--- config.mk ---
export PLATFORM = sky130hd
export DESIGN_NAME = imem_arbiter
export DESIGN_NICKNAME = d
export VERILOG_FILES = /design/src/rtl/imem_arbiter_pkg.sv /design/src/rtl/imem_starve_ctr.sv /design/src/rtl/imem_arbiter.sv
export SDC_FILE = /design/constraint.sdc
export NUM_CORES = 1
export LEC_CHECK = 0
export CAP_MARGIN = 20
export CORE_MARGIN = 4
export CORE_UTILIZATION = 32
export CTS_BUF_LIST = sky130_fd_sc_hd__clkbuf_8 sky130_fd_sc_hd__clkbuf_16
export DETAILED_ROUTE_END_ITERATION = 8
export GPL_TIMING_DRIVEN = 0
export PLACE_DENSITY = 0.9
export SLEW_MARGIN = 25
export SYNTH_ARGS = -nofsm -noshare
export SYNTH_HDL_FRONTEND = slang
export SYNTH_SLANG_ARGS = --single-unit
--- constraint.sdc ---
create_clock -name clk -period 1.8 [get_ports clk]
set_input_delay 0.36 -clock clk [delete_from_list [all_inputs] [get_ports clk]]
set_output_delay 0.36 -clock clk [all_outputs]
set_load 0.01 [all_outputs]
--- src/rtl/imem_arbiter_pkg.sv ---
// Shared definitions for the instruction-memory arbiter.
//   ADDR_W      : word-address width used by both request ports and the ROM
//   DATA_W      : instruction/data word width
//   ROM_LATENCY : cycles from rom_addr being sampled to rom_inst being valid
//   owner_e     : which port, if any, owns the ROM access issued this cycle
package imem_arbiter_pkg;

  localparam int unsigned ADDR_W      = 30;
  localparam int unsigned DATA_W      = 32;
  localparam int unsigned ROM_LATENCY = 1;

  typedef enum logic [1:0] {
    NONE  = 2'd0,
    FETCH = 2'd1,
    DATA  = 2'd2
  } owner_e;

endpackage

--- src/rtl/imem_starve_ctr.sv ---
// Counts consecutive cycles the data port has waited behind fetch.
//   clk, rst  : clock, synchronous active-high reset
//   wait_cyc  : data port is valid but was not granted this cycle
//   grant     : data port was granted this cycle
//   limit     : saturation value (1..15)
//   at_limit  : count has reached limit; data takes priority next
module imem_starve_ctr (
  input  logic       clk,
  input  logic       rst,
  input  logic       wait_cyc,
  input  logic       grant,
  input  logic [3:0] limit,
  output logic       at_limit
);

  logic [3:0] cnt_q;

  // Any cycle that is not a wait (grant, or data idle) breaks the run.
  always_ff @(posedge clk) begin
    if (rst || grant || !wait_cyc) begin
      cnt_q <= 4'd0;
    end else if (cnt_q != limit) begin
      cnt_q <= cnt_q + 4'd1;
    end
  end

  assign at_limit = (cnt_q == limit);

endmodule

--- src/rtl/imem_arbiter.sv ---
// Two-port (fetch, data-read) arbiter in front of a single-cycle ROM.
// Fetch has priority unless the data port has waited STARVE_LIMIT cycles.
//   clk, rst                         : clock, synchronous active-high reset
//   f_req_valid/addr, f_req_ready    : fetch request handshake
//   f_resp_valid, f_resp_data        : fetch response, one cycle after grant
//   d_req_valid/addr, d_req_ready    : data request handshake
//   d_resp_valid, d_resp_data        : data response, one cycle after grant
//   rom_addr                         : address to ROM (registered inside ROM)
//   rom_inst                         : ROM word for last cycle's rom_addr
module imem_arbiter
  import imem_arbiter_pkg::*;
#(
  parameter int unsigned STARVE_LIMIT = 4
) (
  input  logic              clk,
  input  logic              rst,
  input  logic              f_req_valid,
  input  logic [ADDR_W-1:0] f_req_addr,
  output logic              f_req_ready,
  output logic              f_resp_valid,
  output logic [DATA_W-1:0] f_resp_data,
  input  logic              d_req_valid,
  input  logic [ADDR_W-1:0] d_req_addr,
  output logic              d_req_ready,
  output logic              d_resp_valid,
  output logic [DATA_W-1:0] d_resp_data,
  output logic [ADDR_W-1:0] rom_addr,
  input  logic [DATA_W-1:0] rom_inst
);

  logic              at_limit;
  logic              f_gnt;
  logic              d_gnt;
  owner_e            owner_q;
  owner_e            owner_d;
  logic [ADDR_W-1:0] addr_q;

  always_comb begin
    f_gnt   = 1'b0;
    d_gnt   = 1'b0;
    owner_d = NONE;
    if (!rst) begin
      if (f_req_valid && !(d_req_valid && at_limit)) begin
        f_gnt   = 1'b1;
        owner_d = FETCH;
      end else if (d_req_valid) begin
        d_gnt   = 1'b1;
        owner_d = DATA;
      end
    end
  end

  // Forced to 0 during reset so a stale held address never leaks out.
  always_comb begin
    rom_addr = '0;
    if (!rst) begin
      if (f_gnt)      rom_addr = f_req_addr;
      else if (d_gnt) rom_addr = d_req_addr;
      else            rom_addr = addr_q;
    end
  end

  always_ff @(posedge clk) begin
    if (rst) begin
      owner_q <= NONE;
      addr_q  <= '0;
    end else begin
      owner_q <= owner_d;
      if (f_gnt || d_gnt) addr_q <= rom_addr;
    end
  end

  imem_starve_ctr u_starve_ctr (
    .clk      (clk),
    .rst      (rst),
    .wait_cyc (d_req_valid && !d_gnt),
    .grant    (d_gnt),
    .limit    (4'(STARVE_LIMIT)),
    .at_limit (at_limit)
  );

  assign f_req_ready = f_gnt;
  assign d_req_ready = d_gnt;

  // Gating with rst drops a response whose grant landed just before reset.
  assign f_resp_valid = !rst && (owner_q == FETCH);
  assign d_resp_valid = !rst && (owner_q == DATA);
  assign f_resp_data  = f_resp_valid ? rom_inst : '0;
  assign d_resp_data  = d_resp_valid ? rom_inst : '0;

endmodule

---- Word level (Yosys, flattened, before mapping) ----
Cells that the tools add are included.
cells by class
  $add $sub $neg .......................... 1
  equality and inequality tests ........... 4
  multiplexer cells ....................... 12
  reductions and logical operators ........ 13
operators by type and width
  kind                 count
  $mux 30              3
  $mux 32              2
  $mux 1               6
  $logic_and 1x1->1    5
  $add 4x1->4 const B  1
  $eq 4x3->1 const B   1
  $logic_not 1->1      4
  $ne 4x3->1 const B   1
  $logic_or 1x1->1     3
  $eq 2x1->1 const B   1
  $eq 2x2->1 const B   1
  $mux 2               1
  $reduce_or 2->1      1
storage, ports and cells
  register bits ........................... 36
  bits of input ports ..................... 96
  output and inout bits ................... 98
  logic and storage cells ................. 34

---- Logic depth before layout (Yosys ltp) ----
Gate-level depths: netlist of run 1.
  depth in word-level cells ............... 10
  mapped depth ............................ 6
  gate-level depth less buffers ........... 5

---- Modules after synthesis ----
From an unflattened synthesis of run 1, not the netlist that was laid out.
unflattened totals
  cells, all modules ...................... 244
  area total of the unflattened synthesis .. 2275.9 sq um
modules (own cells, without submodules)
  module           times used  cells each  area an instance (sq um)  sequential area each (sq um)
  imem_arbiter     1           220         2052.0                    640.6
  imem_starve_ctr  1           24          224.0                     80.1

---- Worst setup path before layout of run 1 ----
No wires, ideal clock.
  kind .................................... flip-flop to output port
  from .................................... register u_starve_ctr.cnt_q[0]
  to ...................................... output port rom_addr[0]
  arrival ................................. 1.420 ns
  required time ........................... 1.440 ns
  path slack .............................. 0.020 ns
  stages on the path, launching flop included .. 7
  buffers on the path ..................... 1
  path through ............................ dfxtp_1 > inv_1 > ha_1 > nand3b_2 > a21oi_4 > buf_6 > a221o_1
on the way
  cells in the longest elaborated chain, start to end .. 9
  elaborated cells between the ends (all ways) .. 11
  those cells by class .................... 1 x eq/ne; 7 x mux; 3 x reduce/logical
RTL lines
  item                      RTL line               RTL
  start: declaration        imem_starve_ctr.sv:16  logic [3:0] cnt_q;
  start signal: assignment  imem_starve_ctr.sv:23  cnt_q <= cnt_q + 4'd1;
  $eq 4x3->1                imem_starve_ctr.sv:27  assign at_limit = (cnt_q == limit);
  $logic_and 1x1->1         imem_arbiter.sv:43     if (f_req_valid && !(d_req_valid && at_limit)) begin
  $logic_not 1->1           imem_arbiter.sv:43
  $logic_and 1x1->1         imem_arbiter.sv:43
  $mux 1                    imem_arbiter.sv:43
  $mux 1                    imem_arbiter.sv:42     if (!rst) begin
  via d_req_ready           imem_arbiter.sv:24     output logic d_req_ready,
  $mux 30                   imem_arbiter.sv:58     else if (d_gnt) rom_addr = d_req_addr;
  $mux 30                   imem_arbiter.sv:57     if (f_gnt) rom_addr = f_req_addr;
  $mux 30                   imem_arbiter.sv:56     if (!rst) begin
  end: declaration          imem_arbiter.sv:27     output logic [ADDR_W-1:0] rom_addr,
The timed path passes the listed nets, and every way through them passes these cells.

---- Worst setup path in the final report of run 1 ----
  from .................................... input port d_req_valid
  to ...................................... output port rom_addr[26]
on the way
  cells in the longest elaborated chain, start to end .. 8
  elaborated cells between the ends (all ways) .. 11
  those cells by class .................... 8 x mux; 3 x reduce/logical
RTL lines
  item                RTL line            RTL
  start: declaration  imem_arbiter.sv:22  input logic d_req_valid,
  $logic_and 1x1->1   imem_arbiter.sv:43
  $logic_not 1->1     imem_arbiter.sv:43
  $logic_and 1x1->1   imem_arbiter.sv:43
  $mux 1              imem_arbiter.sv:43
  $mux 1              imem_arbiter.sv:42
  $mux 30             imem_arbiter.sv:58
  $mux 30 (*)         imem_arbiter.sv:57
  $mux 30 (*)         imem_arbiter.sv:56
Mark *: on every way between the ends. The rest lies on a longest branch, timed or not.

==> results of run 1 <==
layout make-up:
cell class | instances | area [um2]
Antenna cell | 1 | 2.50
Multi-Input combinational cell | 177 | 1520
Buffer | 20 | 221
Fill cell | 513 | 2160
Inverter | 4 | 15.0
Tap cell | 96 | 120
Sequential cell | 36 | 728
Clock buffer | 5 | 68.8
Timing Repair Buffer | 222 | 2010
Clock inverter | 3 | 16.3
report_power, final:
group	internal [uW]	switching [uW]
Sequential	849	12.9
Combinational	443	276
Clock	265	295
Total	1560	584
sequential cells by signal (all words and copies together), names as in the netlist:
name	flops
addr_q	30
owner_q	2
u_starve_ctr.cnt_q	4
stage by stage:
stage	hold slack (ps)	setup WS, ps
6_report	502	-327
3_3_place_gp	471	-1060
3_5_place_dp	485	-1110
2_1_floorplan	452	19.9
5_1_grt	500	-391
4_1_cts	486	-369
cells in the final DEF, fill, tap and decap left out, types with 2 or more instances in the layout:
| cell | count |
|---|---|
| nor2_1 | 2 |
| and2_1 | 59 |
| inv_2 | 2 |
| a21oi_1 | 2 |
| a221o_1 | 60 |
| dlygate4sd2_1 | 2 |
| nor3b_4 | 2 |
| dfxtp_2 | 6 |
| buf_8 | 5 |
| inv_1 | 4 |
| buf_4 | 12 |
| buf_2 | 56 |
| nand2_1 | 2 |
| and2_4 | 35 |
| nor3_1 | 3 |
| clkbuf_8 | 5 |
| clkdlybuf4s50_1 | 92 |
| buf_6 | 65 |
| dfxtp_1 | 30 |
| clkbuf_2 | 5 |
final timing paths:
| check | startpoint | to | slack, ps |
|---|---|---|---|
| max | d_req_valid | rom_addr[26] | -330 |
| min reg2reg | u_starve_ctr.cnt_q[0] | u_starve_ctr.cnt_q[0] | 520 |
| min | f_req_valid | owner_q[1] | 500 |
| max reg2reg | u_starve_ctr.cnt_q[1] | addr_q[16] | 190 |
cells in the mapped netlist, types with 2 or more instances:
library cell,n,area share
nand2b_2,2,0.0077
ha_1,2,0.011
nor2_1,2,0.0033
inv_1,4,0.0066
clkbuf_1,7,0.012
dfxtp_1,36,0.32
a221o_1,60,0.26
buf_2,2,0.0044
nor3b_1,2,0.0066
nor3_1,4,0.0088
a21oi_1,2,0.0044
and2_1,94,0.26
buf_6,12,0.059
nand2_1,2,0.0033
metal layers:
layer  up-vias  part of all wire  track usage
met5         -                 0            0
met4         0             0.020       0.0507
met3        18             0.084       0.0626
met2       158              0.54        0.436
met1      1384              0.36        0.224
li1       1363                 -            -
what timing repair did:
item,4_1_cts,5_1_grt
setup endpoints to repair,98,97
pin swaps,36,21
endpoints found under the hold margin,0,0
setup buffers,16,6
resized for setup,444,96
gates cloned,7,3
cells by family (layout without fill, tap and decap cells):
kind of cell,count (synthesis),after routing,synth area share
buffers and inverters,25,254,0.0816
AO/OA/AOI/OAI,65,65,0.290
flip-flops,36,36,0.316
AND/OR/NAND/NOR,109,109,0.297
other,0,1,0
adder cells (fa/ha/maj),2,2,0.0110
multiplexers,1,1,0.00438
==> metrics.md, run 1 <==
| Metric | Value |
|---|---|
| Category of the worst setup path launch point | input port |
| DP HPWL | 7.34 mm |
| Number of I/O port buffers | 193 |
| Cell breakdown of the critical path | dlygate4sd2_1 > a41oi_4 > buf_6 > a221o_1 > buf_6 |
| Post-Route Skew | 12.7 ps |
| Time the final worst path needs with I/O delays and setup | 2130 ps |
| Overall routing resource usage | 0.220 |
| Endpoint type of the worst setup path | primary output |
| Library cell appearing most often on the critical path | buf_6 |
| Total non-filler cell area in the finished layout | 4710 um2 |
| Number of sinks driven by the clock tree | 36 |
| Clock root cell | clkbuf_8 |
| Maximum level of the CTS H-tree | 2 |
| Required time worst endpoint | 1440 ps |
| Synthesis-to-finish area growth | 106% |
| Netlist area before placement | 2280 um2 |
| Number of vias per cell after detailed routing | 5.18 |
| Setup repair after global routing missed its margin | true |
| Total negative slack | -8890 ps |
| Sequential share of the synthesized area | 0.316 |
| Worst path setup slack after routing | -327 ps |
| CP max-delay cell | dlygate4sd2_1 |
| Post-route core utilization | 0.686 |
| Count of standard-cell rows | 30 |
| Maximum number of pins on one net before global-route repair | 12 |
| Worst path max stage delay | 400 ps |
| Final Hold Violating Endpoints | 0 |
| Clk buf depth | 2 |
| Cell family contributing the most delay on the critical path | buffers and inverters |
| Worst hold path type | input port to register |
| Slew at the pin closest to its max-slew limit | 451 ps |
| Cell total after placement | 527 |
| DR iter-0 viols | 107 |
| Critical Setup Path Class | input port to primary output |
| Buffering stage count on the worst path with inverters included | 3 |
| Number of cells on the worst reg-to-reg path | 6 |
| Cells after Synth | 238 |
| Standard cell core area | 6870 um2 |
| CTS tree | done |
| Number of hold buffers added after CTS | 0 |
| DRC viols | 0 |
| Power density relative to cell area | 455 nW/um2 |
| DIE HEIGHT | 92.5 um |
| Number of vias in the routed layout | 2923 |
| Violated checks | setup timing |
| Sum of routed wire length over all layers | 10.3 mm |
| Post-synth ARST share | 0 |
| Placed standard-cell area | 4340 um2 |
| Slew Limit Headroom | 0.698 |
| Peak supply drop | 0.392 mV |
| Final Power | 2140 uW |
| Run status | complete, but fails checks |
| Number of cells on the worst hold path | 2 |
| Setup violations, final | 40 |
| Share of the clock period used by the worst path after layout | 1.18 |
| Horiz. Die Dim | 92.5 um |
| Register clock-pin slew on the reported worst setup and hold paths | 60 ps |
| Effective utilization at floorplan | 0.332 |
| TritonRoute pass-1 iters | 4 |
| Full die area | 8550 um2 |
| Leak | 0.00219 uW |
| Post-route ant nets | 0 |
| Number of stages on the worst setup path | 5 |
| Count of different cell masters after synthesis | 21 |
| Worst EP arrival | 1770 ps |
| Later-pin clock latency in the skew report | 290 ps |
| Number of nets in the layout | 564 |
| Ratio of cells with drive above 1 in the final layout | 0.439 |
| Number of buffers created by CTS | 5 |
| EDFF count, synth | 0 |
| Critical-path maximum fanout | 8 |
| Final Instance Count excl. Fillers | 564 |
| Global-route wire length before repair | 15.2 mm |
| Total global routing overflow | 0 |
| Maximum frequency from static timing analysis | 470 MHz |
| I/O pin count | 194 |
| Max Transition Viols Final | 0 |
| Routed wire length per instance | 18.3 um |
| MaxCap Viol Count | 0 |
| Mapped Nets | 336 |
| Yosys synthesis warning count | 0 |
| Mean Syn Cell Area | 9.59 um2 |
| Via count of the first global-routing pass | 2970 |
| Most used flip-flop cell after synthesis | dfxtp_1 |
| Global placement routability congestion | 0.794 |
| Initial antenna violation count | 0 |
| Flip-flop and latch count after synthesis | 36 |
Power figures use the tool's default switching activity.
==> run 2: changes to the inputs <==
--- a/config.mk
+++ b/config.mk
@@ -7,12 +7,13 @@
 export LEC_CHECK = 0
 export CAP_MARGIN = 20
 export CORE_MARGIN = 4
-export CORE_UTILIZATION = 32
-export CTS_BUF_LIST = sky130_fd_sc_hd__clkbuf_8 sky130_fd_sc_hd__clkbuf_16
+export CORE_UTILIZATION = 33
+export CTS_BUF_LIST = sky130_fd_sc_hd__clkbuf_4 sky130_fd_sc_hd__clkbuf_8
 export DETAILED_ROUTE_END_ITERATION = 8
 export GPL_TIMING_DRIVEN = 0
-export PLACE_DENSITY = 0.9
+export PLACE_DENSITY = 0.92
 export SLEW_MARGIN = 25
 export SYNTH_ARGS = -nofsm -noshare
 export SYNTH_HDL_FRONTEND = slang
 export SYNTH_SLANG_ARGS = --single-unit
+export TNS_END_PERCENT = 50
==> run 2 against run 1 <==
The run still ends with setup timing left. Worst setup slack improved by 2.6 ps. Via count rose by 0.62%. Clock-buffer cell count rose by 2. Power rose by 11%. Sequential cell count did not move. Critical endpoint is now rom_addr[27]. Largest cell class unchanged. Highest routed layer unchanged.
==> metrics.md, run 2 (same netlist as run 1, synthesis figures left out) <==
| Metric | Value |
|---|---|
| Routed wire length per instance | 18.6 um (+2.0%) |
| Full die area | 8310 um2 (-2.8%) |
| I/O pin count | 194 (unchanged) |
| Peak supply drop | 0.336 mV (-14%) |
| Ratio of cells with drive above 1 in the final layout | 0.436 (-0.00280) |
| Buffering stage count on the worst path with inverters included | 4 (+1) |
| Number of vias in the routed layout | 2941 (+0.62%) |
| Category of the worst setup path launch point | register |
| Share of the clock period used by the worst path after layout | 1.18 (-0.00145) |
| Register name with the most flops | addr_q |
| Number of stages on the worst setup path | 8 (+3) |
| Slew Limit Headroom | 0.768 (+0.0703) |
| Time the final worst path needs with I/O delays and setup | 2120 ps (-2.60 ps) |
| DP HPWL | 7.02 mm (-4.4%) |
| Post-route ant nets | 0 (unchanged) |
| CP max-delay cell | dfxtp_2 |
| Overall routing resource usage | 0.226 (+0.00576) |
| Most frequent cells in the layout | 92 x clkdlybuf4s50_1, 67 x and2_1, 60 x a221o_1 |
| Standard cell core area | 6760 um2 (-1.6%) |
| Number of I/O port buffers | 193 (unchanged) |
| Worst path max stage delay | 340 ps (-60 ps) |
| Placed standard-cell area | 4320 um2 (-0.46%) |
| Final Power | 2380 uW (+11%) |
| Combined area of the multi-input logic cells | 1530 um2 (+0.49%) |
| Sum of routed wire length over all layers | 10.3 mm (-0.19%) |
| Number of cells on the worst reg-to-reg path | 6 (unchanged) |
| Register clock-pin slew on the reported worst setup and hold paths | 70 ps (about the same) |
| Total global routing overflow | 0 (unchanged) |
| Max Transition Viols Final | 0 (unchanged) |
| Slew at the pin closest to its max-slew limit | 346 ps (-105 ps) |
| TritonRoute pass-1 iters | 4 (unchanged) |
| Maximum frequency from static timing analysis | 471 MHz (+0.12%) |
| Number of sinks driven by the clock tree | 36 (unchanged) |
| DR iter-0 viols | 97 (-9.3%) |
| Setup violations, final | 58 (+45%) |
| Cell breakdown of the critical path | inv_2 > ha_4 > nand3b_4 > a21oi_4 > buf_12 > buf_8 > a221o_1 > buf_2 |
| Area taken by flip-flops and latches | 729 um2 (+0.17%) |
| Worst hold path type | input port to register |
| Worst path setup slack after routing | -325 ps (+2.60 ps) |
| Via count of the first global-routing pass | 2945 (-0.84%) |
| MaxCap Viol Count | 0 (unchanged) |
| Largest registers | addr_q x30, u_starve_ctr.cnt_q x4, owner_q x2 |
| Number of buffers created by CTS | 5 (unchanged) |
| Clk buf depth | 2 (unchanged) |
| CTS tree | done |
| Most frequent standard cell in the layout excluding fill and tap cells | clkdlybuf4s50_1 |
| Post-Route Skew | 6.64 ps (-6.02 ps) |
| Initial antenna violation count | 2 (+2) |
| DIE HEIGHT | 91.2 um (-1.4%) |
| Final Hold Violating Endpoints | 0 (unchanged) |
| Run status | complete, but fails checks |
| Number of cells on the worst hold path | 2 (unchanged) |
| Horiz. Die Dim | 91.2 um (-1.4%) |
| Power density relative to cell area | 505 nW/um2 (+11%) |
| Effective utilization at floorplan | 0.338 (+0.00554) |
| Critical Setup Path Class | register to primary output |
| Worst EP arrival | 1760 ps (about the same) |
| Number of vias per cell after detailed routing | 5.33 (+2.8%) |
| Maximum level of the CTS H-tree | 2 (unchanged) |
| Setup repair after global routing missed its margin | true |
| Number of nets in the layout | 567 (+0.53%) |
| Maximum number of pins on one net before global-route repair | 12 (unchanged) |
| Leak | 0.00216 uW (-0.99%) |
| Required time worst endpoint | 1440 ps (about the same) |
| DRC viols | 0 (unchanged) |
| Endpoint type of the worst setup path | primary output |
| Total non-filler cell area in the finished layout | 4720 um2 (+0.21%) |
| Largest register FFs | 30 (unchanged) |
| Violated checks | setup timing |
| Later-pin clock latency in the skew report | 290 ps (about the same) |
| Cell family contributing the most delay on the critical path | buffers and inverters |
| Global placement routability congestion | 0.853 (+7.5%) |
| Critical-path maximum fanout | 6 (-2) |
| # fillers | 526 (+2.5%) |
| Slack of the worst reg-to-reg path | 200 ps (about the same) |
| Clock root cell | clkbuf_8 |
| Synthesis-to-finish area growth | 107% |
| Count of standard-cell rows | 30 (unchanged) |
| Global-route wire length before repair | 15.2 mm (unchanged) |
[run 2: changes by cell type in the layout (fill, tap and decap cells not counted), sizes merged, moves of 2 or more]
cell,change
dlygate4sd2,-2
inv,-2
clkdlybuf4s15,+9
buf,-13
clkbuf,+10
[run 2: worst paths after layout]
check,start,end
setup / recovery,u_starve_ctr.cnt_q[1],rom_addr[27]
hold / removal,f_req_valid,owner_q[1]
setup reg to reg,u_starve_ctr.cnt_q[1],addr_q[26]
hold reg to reg,u_starve_ctr.cnt_q[0],u_starve_ctr.cnt_q[0]
[run 2: area by class of cell]
cell class / instances / area share
diodes: 2 / 0.00106
inverters: 4 / 0.00318
multi-input cells: 178 / 0.324
plain buffers: 21 / 0.0498
clock buffers: 7 / 0.0204
well taps: 80 / 0.0212
clock inverters: 1 / 0.00636
repair buffers: 223 / 0.419
flip-flops and latches: 36 / 0.155
[run 2: stage by stage]
stage	utilization	setup WS (ps)	setup TNS, ps	instances	hold WS (ps)
after floorplan	-	19.9	0	238	452
after global placement	0.639	-1070	-96940	511	469
after detailed placement	0.639	-1070	-98360	511	494
after CTS	0.683	-318	-9890	546	485
after global routing	0.699	-364	-14620	552	506
final	0.699	-325	-10280	552	509
[run 2: worst register-to-register path, cell delays in order (launching register included)]
cell,delay [ps]
dfxtp_2,330
inv_2,60
ha_4,190
a41oi_4,200
buf_6,180
buf_4,160
a221o_1,360
[run 2: power by group]
| group | total (uW) | switching (uW) | internal, uW | leakage, uW |
|---|---|---|---|---|
| sequential | 861 | 12.9 | 848 | 0.000300 |
| combinational | 724 | 279 | 444 | 0.00180 |
| clock | 799 | 310 | 489 | 0.0000645 |
| total | 2380 | 602 | 1780 | 0.00216 |
[run 2: repair_timing]
action                     CTS  global route
setup endpoints to repair   98            98
resized for setup          404           107
hold buffers                 0             0
buffers inserted            19             5
pin swaps                   31            18
cloned                       9             1
hold endpoints to repair     0             0
[run 2: routing by layer]
metal	routed length, um	GRT usage	up-vias
met3	668	0.0472	10
met4	169	0.0578	0
li1	-	-	1376
met1	3940	0.242	1415
met5	0	0	-
met2	5510	0.443	140
==> run 3: changes to the inputs <==
--- a/config.mk
+++ b/config.mk
@@ -6,12 +6,14 @@
 export NUM_CORES = 1
 export LEC_CHECK = 0
 export CAP_MARGIN = 20
+export CORE_ASPECT_RATIO = 2
 export CORE_MARGIN = 4
 export CORE_UTILIZATION = 33
 export CTS_BUF_LIST = sky130_fd_sc_hd__clkbuf_4 sky130_fd_sc_hd__clkbuf_8
 export DETAILED_ROUTE_END_ITERATION = 8
 export GPL_TIMING_DRIVEN = 0
 export PLACE_DENSITY = 0.92
+export SKIP_CTS_REPAIR_TIMING = 1
 export SLEW_MARGIN = 25
 export SYNTH_ARGS = -nofsm -noshare
 export SYNTH_HDL_FRONTEND = slang
==> run 3 against run 2 <==
First-iteration DRC count rose by 23%. Largest cell class unchanged. Fmax decreased by 4.0%. Routed wire length increased by 4.7%. Hold slack lost 75 ps. Non-clock buffer count decreased by 12. Worst setup slack worse by 88 ps. Largest power group unchanged. Via count down 2.6%. Clock power down 11%. Combinational power is 2% lower. Cell count is 1.1% lower. The flow still finishes with violations (setup timing). Clock-buffer cell count fell by 2.
==> metrics.md, run 3 (same netlist as run 1, synthesis figures left out) <==
| Metric | Value |
|---|---|
| DR iter-0 viols | 119 (+23%) |
| Standard cell core area | 6670 um2 (-1.2%) |
| DIE HEIGHT | 126 um (+38%) |
| Most frequent standard cell in the layout excluding fill and tap cells | clkdlybuf4s50_1 |
| Slack of the worst reg-to-reg path | 80 ps (-120 ps) |
| Clock root cell | clkbuf_8 |
| Number of sinks driven by the clock tree | 36 (unchanged) |
| Setup repair after global routing missed its margin | true |
| Number of buffers created by CTS | 5 (unchanged) |
| Largest register FFs | 30 (unchanged) |
| TritonRoute pass-1 iters | 4 (unchanged) |
| Number of nets in the layout | 555 (-2.1%) |
| Most frequent cells in the layout | 92 x clkdlybuf4s50_1, 89 x and2_1, 60 x a221o_1 |
| Area taken by flip-flops and latches | 727 um2 (-0.34%) |
| Final hold slack | 435 ps (-74.8 ps) |
| Total global routing overflow | 0 (unchanged) |
| Full die area | 8400 um2 (+0.97%) |
| Category of the worst setup path launch point | register |
| Buffering stage count on the worst path with inverters included | 4 (unchanged) |
| Routed wire length per instance | 19.7 um (+5.8%) |
| Number of vias in the routed layout | 2866 (-2.6%) |
| Maximum frequency from static timing analysis | 452 MHz (-4.0%) |
| Via count of the first global-routing pass | 2938 (-0.24%) |
| Global-route wire length before repair | 14.5 mm (-4.1%) |
| Max Transition Viols Final | 0 (unchanged) |
| Register clock-pin slew on the reported worst setup and hold paths | 80 ps (about the same) |
| Required time worst endpoint | 1440 ps (about the same) |
| Slew Limit Headroom | 0.712 (-0.0562) |
| Cell total after placement | 519 (+1.6%) |
| Leak | 0.00282 uW (+31%) |
| Detail Route met2 WL | 5.66 mm (+2.6%) |
| Setup violations, final | 32 (-45%) |
| Register name with the most flops | addr_q |
| Cell family contributing the most delay on the critical path | buffers and inverters |
| Clk buf depth | 2 (unchanged) |
| Run status | complete, but fails checks |
| CTS tree | done |
| Number of stages on the worst setup path | 8 (unchanged) |
| Largest registers | addr_q x30, u_starve_ctr.cnt_q x4, owner_q x2 |
| Share of the clock period used by the worst path after layout | 1.23 (+0.0487) |
| Worst path max stage delay | 350 ps (about the same) |
| Maximum level of the CTS H-tree | 2 (unchanged) |
| Worst path setup slack after routing | -412 ps (-87.7 ps) |
| Number of vias per cell after detailed routing | 5.25 (-1.5%) |
| Violated checks | setup timing |
| Number of I/O port buffers | 193 (unchanged) |
| Total non-filler cell area in the finished layout | 4690 um2 (-0.69%) |
| Uppermost layer routed | met4 |
| Time the final worst path needs with I/O delays and setup | 2210 ps (+87.7 ps) |
| Cell breakdown of the critical path | inv_2 > ha_4 > nand3b_2 > a21oi_4 > buf_12 > buf_6 > a221o_1 > dlymetal6s2s_1 |
| Later-pin clock latency in the skew report | 290 ps (about the same) |
| CP max-delay cell | dfxtp_2 |
| MaxCap Viol Count | 0 (unchanged) |
| Count of standard-cell rows | 42 (+40%) |
| Final Instance Count excl. Fillers | 546 (-1.1%) |
| Effective utilization at floorplan | 0.342 (+0.00418) |
| R2R Path Start | u_starve_ctr.cnt_q[1] |
| Combined area of the multi-input logic cells | 1460 um2 (-4.5%) |
| I/O pin count | 194 (unchanged) |
| Final Hold Violating Endpoints | 0 (unchanged) |
| Global placement routability congestion | 0.787 (-7.7%) |
| Peak supply drop | 0.633 mV (+88%) |
| Worst EP arrival | 1850 ps (+90 ps) |
| Number of cells on the worst reg-to-reg path | 8 (+2) |
| Horiz. Die Dim | 66.8 um (-27%) |
| M1 WL | 3.56 mm (-9.6%) |
| Post-Route Skew | 4.56 ps (-2.08 ps) |
| Placed standard-cell area | 4330 um2 (+0.23%) |
| Synthesis-to-finish area growth | 105% |
| DRC viols | 0 (unchanged) |
| Power density relative to cell area | 489 nW/um2 (-3.3%) |
| Reg2reg end | addr_q[18] |
| Critical Setup Path Class | register to primary output |
| Initial antenna violation count | 0 (-2) |
| Sum of routed wire length over all layers | 10.8 mm (+4.7%) |
| DP HPWL | 8.17 mm (+16%) |
| Endpoint type of the worst setup path | primary output |
| # fillers | 515 (-2.1%) |
| Worst hold path type | register to register |
| Routed met3 length | 1.30 mm (+95%) |
| Launch point of the critical path | u_starve_ctr.cnt_q[0] |
| Slew at the pin closest to its max-slew limit | 431 ps (+84.7 ps) |
| Endpoint of the most critical setup path | rom_addr[17] |
| Maximum number of pins on one net before global-route repair | 13 (+1) |
| Post-route ant nets | 0 (unchanged) |
| Antenna cell count | 0 (-2) |
| Ratio of cells with drive above 1 in the final layout | 0.251 (-0.185) |
| Overall routing resource usage | 0.224 (-0.00182) |
| Critical-path maximum fanout | 10 (+4) |
## run 3: worst reg2reg max path: cells and delay by family (launching register included)
kind / cells / cell delay (ps)
adder cells (fa/ha/maj): 1 / 180
buffers and inverters: 5 / 660
flip-flops: 1 / 330
AO/OA/AOI/OAI: 2 / 440
## run 3: area by class of cell
class                      instances  share of cell area
buffer                            21              0.0464
clock buffer                       5              0.0147
clock inverter                     3             0.00908
inverter                           4             0.00320
multi-input combinational        178               0.312
sequential                        36               0.155
tap                               88              0.0235
timing repair buffer             211               0.436
## run 3: per-layer routing
layer | up-vias | global-route usage
met5 | - | 0
met4 | 0 | 0.0778
met3 | 20 | 0.102
met2 | 158 | 0.426
met1 | 1338 | 0.196
li1 | 1350 | -
## run 3: worst min path at each step
stage	start	end	slack (ps)	depth (start not counted)
2_1_floorplan	f_req_valid	owner_q[1]	450	1
3_3_place_gp	u_starve_ctr.cnt_q[0]	u_starve_ctr.cnt_q[0]	470	1
3_5_place_dp	u_starve_ctr.cnt_q[0]	u_starve_ctr.cnt_q[0]	480	1
4_1_cts	u_starve_ctr.cnt_q[0]	u_starve_ctr.cnt_q[0]	490	1
5_1_grt	u_starve_ctr.cnt_q[0]	u_starve_ctr.cnt_q[0]	440	1
6_report	u_starve_ctr.cnt_q[0]	u_starve_ctr.cnt_q[0]	430	1
## run 3: power breakdown
group	switching, uW	internal (uW)	total, uW
registers	13.1	849	862
clock network	305	410	715
logic	270	443	713
## run 3: stage by stage
stage | util | TNS [ps] | setup WS [ps] | total power (uW)
after floorplan | - | 0 | 19.9 | 1120
after global placement | 0.648 | -107720 | -1170 | 1550
after detailed placement | 0.648 | -112150 | -1240 | 1570
after CTS | 0.665 | -104910 | -1250 | 2280
after global routing | 0.702 | -14070 | -473 | 2370
final | 0.702 | -11700 | -412 | 2290
